## config.mk

```make
export PLATFORM = sky130hd
export DESIGN_NAME = lsu_stage
export DESIGN_NICKNAME = d
export VERILOG_FILES = /design/src/rtl/lsu_stage.sv
export SDC_FILE = /design/constraint.sdc
export NUM_CORES = 1
export LEC_CHECK = 0
export ABC_AREA = 1
export CORE_MARGIN = 3
export CORE_UTILIZATION = 39
export DETAILED_ROUTE_END_ITERATION = 10
export PLACE_DENSITY = 0.79
export SLEW_MARGIN = 20
export SYNTH_ARGS = -nofsm -noshare
export SYNTH_HDL_FRONTEND = slang
export SYNTH_SLANG_ARGS = --single-unit
```

## constraint.sdc

```tcl
create_clock -name clk -period 1.62 [get_ports clk]
set_input_delay 0.324 -clock clk [delete_from_list [all_inputs] [get_ports clk]]
set_output_delay 0.324 -clock clk [all_outputs]
set_load 0.1 [all_outputs]
```

## src/rtl/lsu_stage.sv

```systemverilog
// ============================================================================
// lsu_stage
// ----------------------------------------------------------------------------
// Load/store stage of a simple in-order pipeline. Each operation is accepted
// from upstream, held while a memory request is presented, and then offered
// downstream until it is taken. Only one operation is in flight at a time.
//
// Loads return the addressed byte/half/word, shifted down and sign- or
// zero-extended. Stores issue exactly one lane-shifted, byte-masked write and
// return zero. Non-memory ops pass in_wdata straight through as the result.
//
// Parameter
//   LATENCY      cycles a memory request is held before read data is
//                sampled (1..15)
//
// Ports
//   clk, rst     rising-edge clock, synchronous active-high reset
//   in_*         upstream handshake (in_valid/in_ready) plus operation
//                fields: address, store/pass-through data, op class, size,
//                unsigned flag, destination register tag
//   out_*        downstream handshake (out_valid/out_ready) plus result
//                data, destination tag and misaligned-access flag
//   mem_*        word-aligned memory port: request valid, read/write
//                addresses, combinational read data, write enable,
//                lane-shifted write data and byte mask
//
// Build option
//   LSU_MISALIGN_CHECK_EN  when defined, misaligned halves/words skip the
//                memory request and respond at once with out_err = 1.
//                When undefined, out_err stays 0 and the offset is
//                truncated to the access size instead.
// ============================================================================
module lsu_stage #(
    parameter int LATENCY = 1
) (
    input  logic        clk,
    input  logic        rst,
    input  logic        in_valid,
    output logic        in_ready,
    input  logic [31:0] in_addr,
    input  logic [31:0] in_wdata,
    input  logic        in_is_load,
    input  logic        in_is_store,
    input  logic [1:0]  in_size,
    input  logic        in_unsigned,
    input  logic [4:0]  in_rd,
    output logic        out_valid,
    input  logic        out_ready,
    output logic [31:0] out_rdata,
    output logic [4:0]  out_rd,
    output logic        out_err,
    output logic        mem_valid,
    output logic [31:0] mem_raddr,
    output logic [31:0] mem_waddr,
    input  logic [31:0] mem_rdata,
    output logic        mem_wen,
    output logic [31:0] mem_wdata,
    output logic [7:0]  mem_wmask
);

    typedef enum logic [1:0] {
        IDLE = 2'd0,
        REQ  = 2'd1,
        RESP = 2'd2
    } lsuState_t;

    localparam logic [3:0] CNT_INIT = 4'(LATENCY - 1);

    lsuState_t   r_state;
    lsuState_t   w_nextState;

    logic [31:0] r_addr;
    logic [31:0] r_wdata;
    logic        r_isStore;
    logic [1:0]  r_size;
    logic        r_unsigned;
    logic [4:0]  r_rd;
    logic [3:0]  r_cnt;
    logic        r_wrPending;
    logic [31:0] r_rdata;
    logic        r_err;

    logic        w_isMem;
    logic        w_skipReq;
    logic [1:0]  w_offset;
    logic [31:0] w_shifted;
    logic [31:0] w_loadData;
    logic [3:0]  w_mask4;

    assign w_isMem = in_is_load | in_is_store;

`ifdef LSU_MISALIGN_CHECK_EN
    logic w_misaligned;

    // Misalignment is judged on the incoming op so that a bad access can go
    // straight to the response without ever touching the memory port.
    always_comb begin
        w_misaligned = 1'b0;
        case (in_size)
            2'b01:   w_misaligned = in_addr[0];
            2'b10,
            2'b11:   w_misaligned = |in_addr[1:0];
            default: w_misaligned = 1'b0;
        endcase
    end

    assign w_skipReq = w_isMem & w_misaligned;
`else
    assign w_skipReq = 1'b0;
`endif

    // Byte offset actually used for lane steering. Halves ignore addr[0] and
    // words ignore the offset entirely, so an unchecked misaligned access
    // simply lands on the enclosing aligned half/word.
    always_comb begin
        w_offset = 2'b00;
        case (r_size)
            2'b00:   w_offset = r_addr[1:0];
            2'b01:   w_offset = {r_addr[1], 1'b0};
            default: w_offset = 2'b00;
        endcase
    end

    // Load extraction: bring the addressed lane down to bit 0, then extend
    // bytes and halves according to the unsigned flag.
    always_comb begin
        w_shifted  = mem_rdata >> {w_offset, 3'b000};
        w_loadData = w_shifted;
        case (r_size)
            2'b00: w_loadData = r_unsigned ? {24'd0, w_shifted[7:0]}
                                           : {{24{w_shifted[7]}}, w_shifted[7:0]};
            2'b01: w_loadData = r_unsigned ? {16'd0, w_shifted[15:0]}
                                           : {{16{w_shifted[15]}}, w_shifted[15:0]};
            default: w_loadData = w_shifted;
        endcase
    end

    // Byte enables for the store, before lane shifting.
    always_comb begin
        w_mask4 = 4'b1111;
        case (r_size)
            2'b00:   w_mask4 = 4'b0001;
            2'b01:   w_mask4 = 4'b0011;
            default: w_mask4 = 4'b1111;
        endcase
    end

    assign mem_raddr = {r_addr[31:2], 2'b00};
    assign mem_waddr = {r_addr[31:2], 2'b00};
    assign mem_wdata = r_wdata << {w_offset, 3'b000};
    assign mem_wmask = mem_wen ? {4'b0000, w_mask4 << w_offset} : 8'h00;

    assign out_rdata = r_rdata;
    assign out_rd    = r_rd;
    assign out_err   = r_err;

    // State register.
    always_ff @(posedge clk) begin
        if (rst) begin
            r_state <= IDLE;
        end else begin
            r_state <= w_nextState;
        end
    end

    // Next-state and handshake/memory strobes. The write strobe is qualified
    // by r_wrPending so a store writes exactly once even when the request is
    // held for several cycles.
    always_comb begin
        w_nextState = r_state;
        in_ready    = 1'b0;
        out_valid   = 1'b0;
        mem_valid   = 1'b0;
        mem_wen     = 1'b0;
        case (r_state)
            IDLE: begin
                in_ready = 1'b1;
                if (in_valid) begin
                    w_nextState = (w_isMem && !w_skipReq) ? REQ : RESP;
                end
            end
            REQ: begin
                mem_valid = 1'b1;
                mem_wen   = r_wrPending;
                if (r_cnt == 4'd0) begin
                    w_nextState = RESP;
                end
            end
            RESP: begin
                out_valid = 1'b1;
                if (out_ready) begin
                    w_nextState = IDLE;
                end
            end
            default: w_nextState = IDLE;
        endcase
    end

    // Operation registers. Everything is captured on accept; the result is
    // preset there for stores (zero), skipped misaligned ops (zero) and
    // non-memory ops (pass-through), and overwritten by load data when the
    // request counter expires.
    always_ff @(posedge clk) begin
        if (rst) begin
            r_addr      <= 32'd0;
            r_wdata     <= 32'd0;
            r_isStore   <= 1'b0;
            r_size      <= 2'b00;
            r_unsigned  <= 1'b0;
            r_rd        <= 5'd0;
            r_cnt       <= 4'd0;
            r_wrPending <= 1'b0;
            r_rdata     <= 32'd0;
            r_err       <= 1'b0;
        end else begin
            case (r_state)
                IDLE: begin
                    if (in_valid) begin
                        r_addr      <= in_addr;
                        r_wdata     <= in_wdata;
                        r_isStore   <= in_is_store;
                        r_size      <= in_size;
                        r_unsigned  <= in_unsigned;
                        r_rd        <= in_rd;
                        r_cnt       <= CNT_INIT;
                        r_wrPending <= in_is_store & ~w_skipReq;
                        r_err       <= w_skipReq;
                        r_rdata     <= w_isMem ? 32'd0 : in_wdata;
                    end
                end
                REQ: begin
                    r_wrPending <= 1'b0;
                    if (r_cnt == 4'd0) begin
                        if (!r_isStore) begin
                            r_rdata <= w_loadData;
                        end
                    end else begin
                        r_cnt <= r_cnt - 4'd1;
                    end
                end
                default: begin
                end
            endcase
        end
    end

endmodule

```

==> impl_metrics.tcl <==
set metrics [dict create \
    r2r-end "out_rdata[28]$_SDFFE_PP0P_" \
    instances_no_fill 1369 \
    drive_above_1_share_pct 32.7 \
    startpoint_type "flop" \
    worstHoldPathType "reg -> reg" \
    cts-root-buf "clkbuf_16" \
    min_period_over_period_pct 127 \
    worstSetupPathType "reg -> out" \
    nFillCells 983 \
    worst-path-max-fanout 7 \
    dieArea_mm2 0.0173 \
    fin_setup_tns_ns -14.03 \
    drv_slew 0 \
    ys_types 31 \
    grtUsageMet2_pct 48.4 \
    setup_ws_ns -0.444 \
    place_congestion 0.976 \
    clk_pin_slew_ns 0.08 \
    critPathSlowestCell "dfxtp_4" \
    min_to "r_wdata[31]$_SDFFE_PP0P_" \
    dp_hpwl_mm 18.6 \
    area.growth.synth_to_final_pct 88.8 \
    start_util_pct 40.1 \
    dr.pass1.iters 7 \
    peakVddDrop_mv 1.56 \
    syn_inst 935 \
    htree_levels 3 \
    cap_violations 0 \
    drc 0 \
    critical_path_required_ns 1.30 \
    ff2ff_setup_slack_ns -0.09 \
    hold_viol_final 0 \
    cts_buffer_depth 2 \
    ff_latch_area_mm2 0.00226 \
    grtUsageTotal_pct 27.2 \
    die-height_um 132 \
    clock_latency_ns 0.37 \
    violations "negative setup slack" \
    r2r-start "r_size[1]$_SDFFE_PP0P_" \
    wl_mm 24.9 \
    cts_tree "built" \
    ys_seq_area_share_pct 36.5 \
    p_per_area_mw_per_mm2 2270 \
    final_common_cell "buf_12" \
    n_antenna_cell 0 \
    ys_seq_elements 112 \
    fin_total_pwr_mw 26.4 \
    crit_path_cell_trace "nor2_4, nand2_4, inv_6, buf_6, o211ai_1, o21ai_4, buf_12" \
    antenna_found_initial 0 \
    num_rows 45 \
    port_buffers 246 \
    grt_pass1_wl_mm 38.0 \
    place_ws_ns -0.149 \
    postRouteAntennaNets 0 \
    dp.cells 1340 \
    top_usage_layer "met2" \
    cts_sinks 112 \
    io-pin-count 256 \
    grt_pass1_vias 6992 \
    ys_warn_count 0 \
    grt.overflow.total 0 \
    min_from "r_wdata[31]$_SDFFE_PP0P_" \
    status "finished, violations left" \
    core_mm2 0.0153 \
    viasPerCell 5.32 \
    drtIter0Drc 731 \
    layout.nets 1265 \
    fin_skew_ns 0.0108 \
    vias 7288 \
    cts_buffers 9 \
    cts_hold_buf 0 \
    max_freq_ghz 0.485 \
    leakagePower_nw 4.76 \
    post-route-min-period_ns 2.06 \
    setup_viol 63 \
    synth.avg_cell_area_um2 6.57 \
    grtUsageMet1_pct 32.5 \
    multi_input_area_mm2 0.00383 \
    routedWlPerCell_um 18.2 \
    final_util_pct 75.8 \
    grt_max_degree 36 \
    use_met3_pct 5.02 \
    cp.arrival_ns 1.74 \
    slowest_delay_ns 0.37 \
    end_kind "output port" \
    layout_common_cells "buf_12, nor2_1, nand2_1, clkdlybuf4s50_1, dfxtp_1" \
    reg2reg_depth 11 \
    syn_area_mm2 0.00615 \
    rsz0062_at_grt "yes" \
    die_w_um 132 \
    min_path_cells 2 \
]
[how the worst max path moves through the flow]
stage,startpoint,end,slack (ns),cells past startpoint
after detailed placement,mem_rdata[31],out_rdata[15]$_SDFFE_PP0P_,-0.15,10
final,r_size[1]$_SDFFE_PP0P_,mem_wdata[30],-0.44,7
after CTS,r_size[0]$_SDFFE_PP0P_,mem_wdata[31],-0.43,6
after floorplan,r_state[1]$_SDFFE_PP0P_,mem_wmask[0],-0.83,6
after global routing,r_size[1]$_SDFFE_PP0P_,mem_wdata[28],-0.49,7
after global placement,mem_rdata[31],out_rdata[28]$_SDFFE_PP0P_,-0.12,10
[synth_stat cells, drive strengths merged]
cell	count	share of area (%)
buf	89	10
a21oi	71	5.8
o22ai	12	1.2
nor3	12	0.98
conb	1	0.061
dfxtp	112	36
nand2	151	9.3
xor2	1	0.14
nand4	2	0.31
ha	2	0.41
o211ai	10	1.2
o211a	1	0.16
o31ai	1	0.12
o21ai	129	11
nor2	161	10
clkbuf	45	2.7
nand3	70	5.8
or2	3	0.31
inv	54	3.3
nand3b	7	0.85
a211oi	1	0.12
[kinds of logic after synthesis]
kind of cell | synth area share, %
buffers and inverters | 16.2
DFF | 36.5
adders and majority gates | 0.407
and+or+nand+nor | 27.6
other | 0.0610
xor gates and xnor gates | 0.143
AOI/OAI and AO/OA | 19.1
[report_power, final]
| part | internal (mW) | leakage (nW) | switching, mW |
|---|---|---|---|
| registers | 3.58 | 0.929 | 1.02 |
| clock network | 1.23 | 0.146 | 1.11 |
| logic | 6.84 | 3.69 | 12.6 |
| total | 11.7 | 4.76 | 14.7 |
[critical path: cells and delay by family, from the launching register on]
kind,cells,cell delay [ns]
flip-flops,1,0.37
buffers and inverters,3,0.36
AND/OR/NAND/NOR,2,0.16
AO/OA/AOI/OAI,2,0.47
[registers in the layout (all words and copies together) (netlist names)]
signal	count
r_unsigned	1
r_addr	32
out_rd	5
r_wrPending	1
out_rdata	32
r_state	2
r_cnt	4
r_wdata	32
r_size	2
r_isStore	1
[area by class of cell]
type                    count  area share, %
multi-input cells         643           33.0
inverters                  54           1.90
clock inverters             6          0.647
repair buffers            333           40.8
flip-flops and latches    112           19.4
clock buffers              10           1.97
well taps                 211           2.27
[what timing repair did]
item                                    in CTS  in global routing
resized for setup                           42                 50
endpoints found under the hold margin        0                  0
gates cloned                                 2                  0
pin swaps                                   17                 11
endpoints found under the setup margin      51                 71
buffers inserted                             9                  8
[per-layer routing]
layer	share of wire [%]	vias to the layer above
li1	-	3425
met1	36	3357
met2	52	415
met3	8.0	91
met4	3.8	0
met5	0	-
[stage by stage]
stage,hold slack [ns],instance area [µm²]
floorplan,0.430,7070
global placement,0.449,10900
detailed placement,0.456,10900
CTS,0.473,11400
global route,0.504,11600
finish,0.474,11600
(Power assumes the default switching activity.)
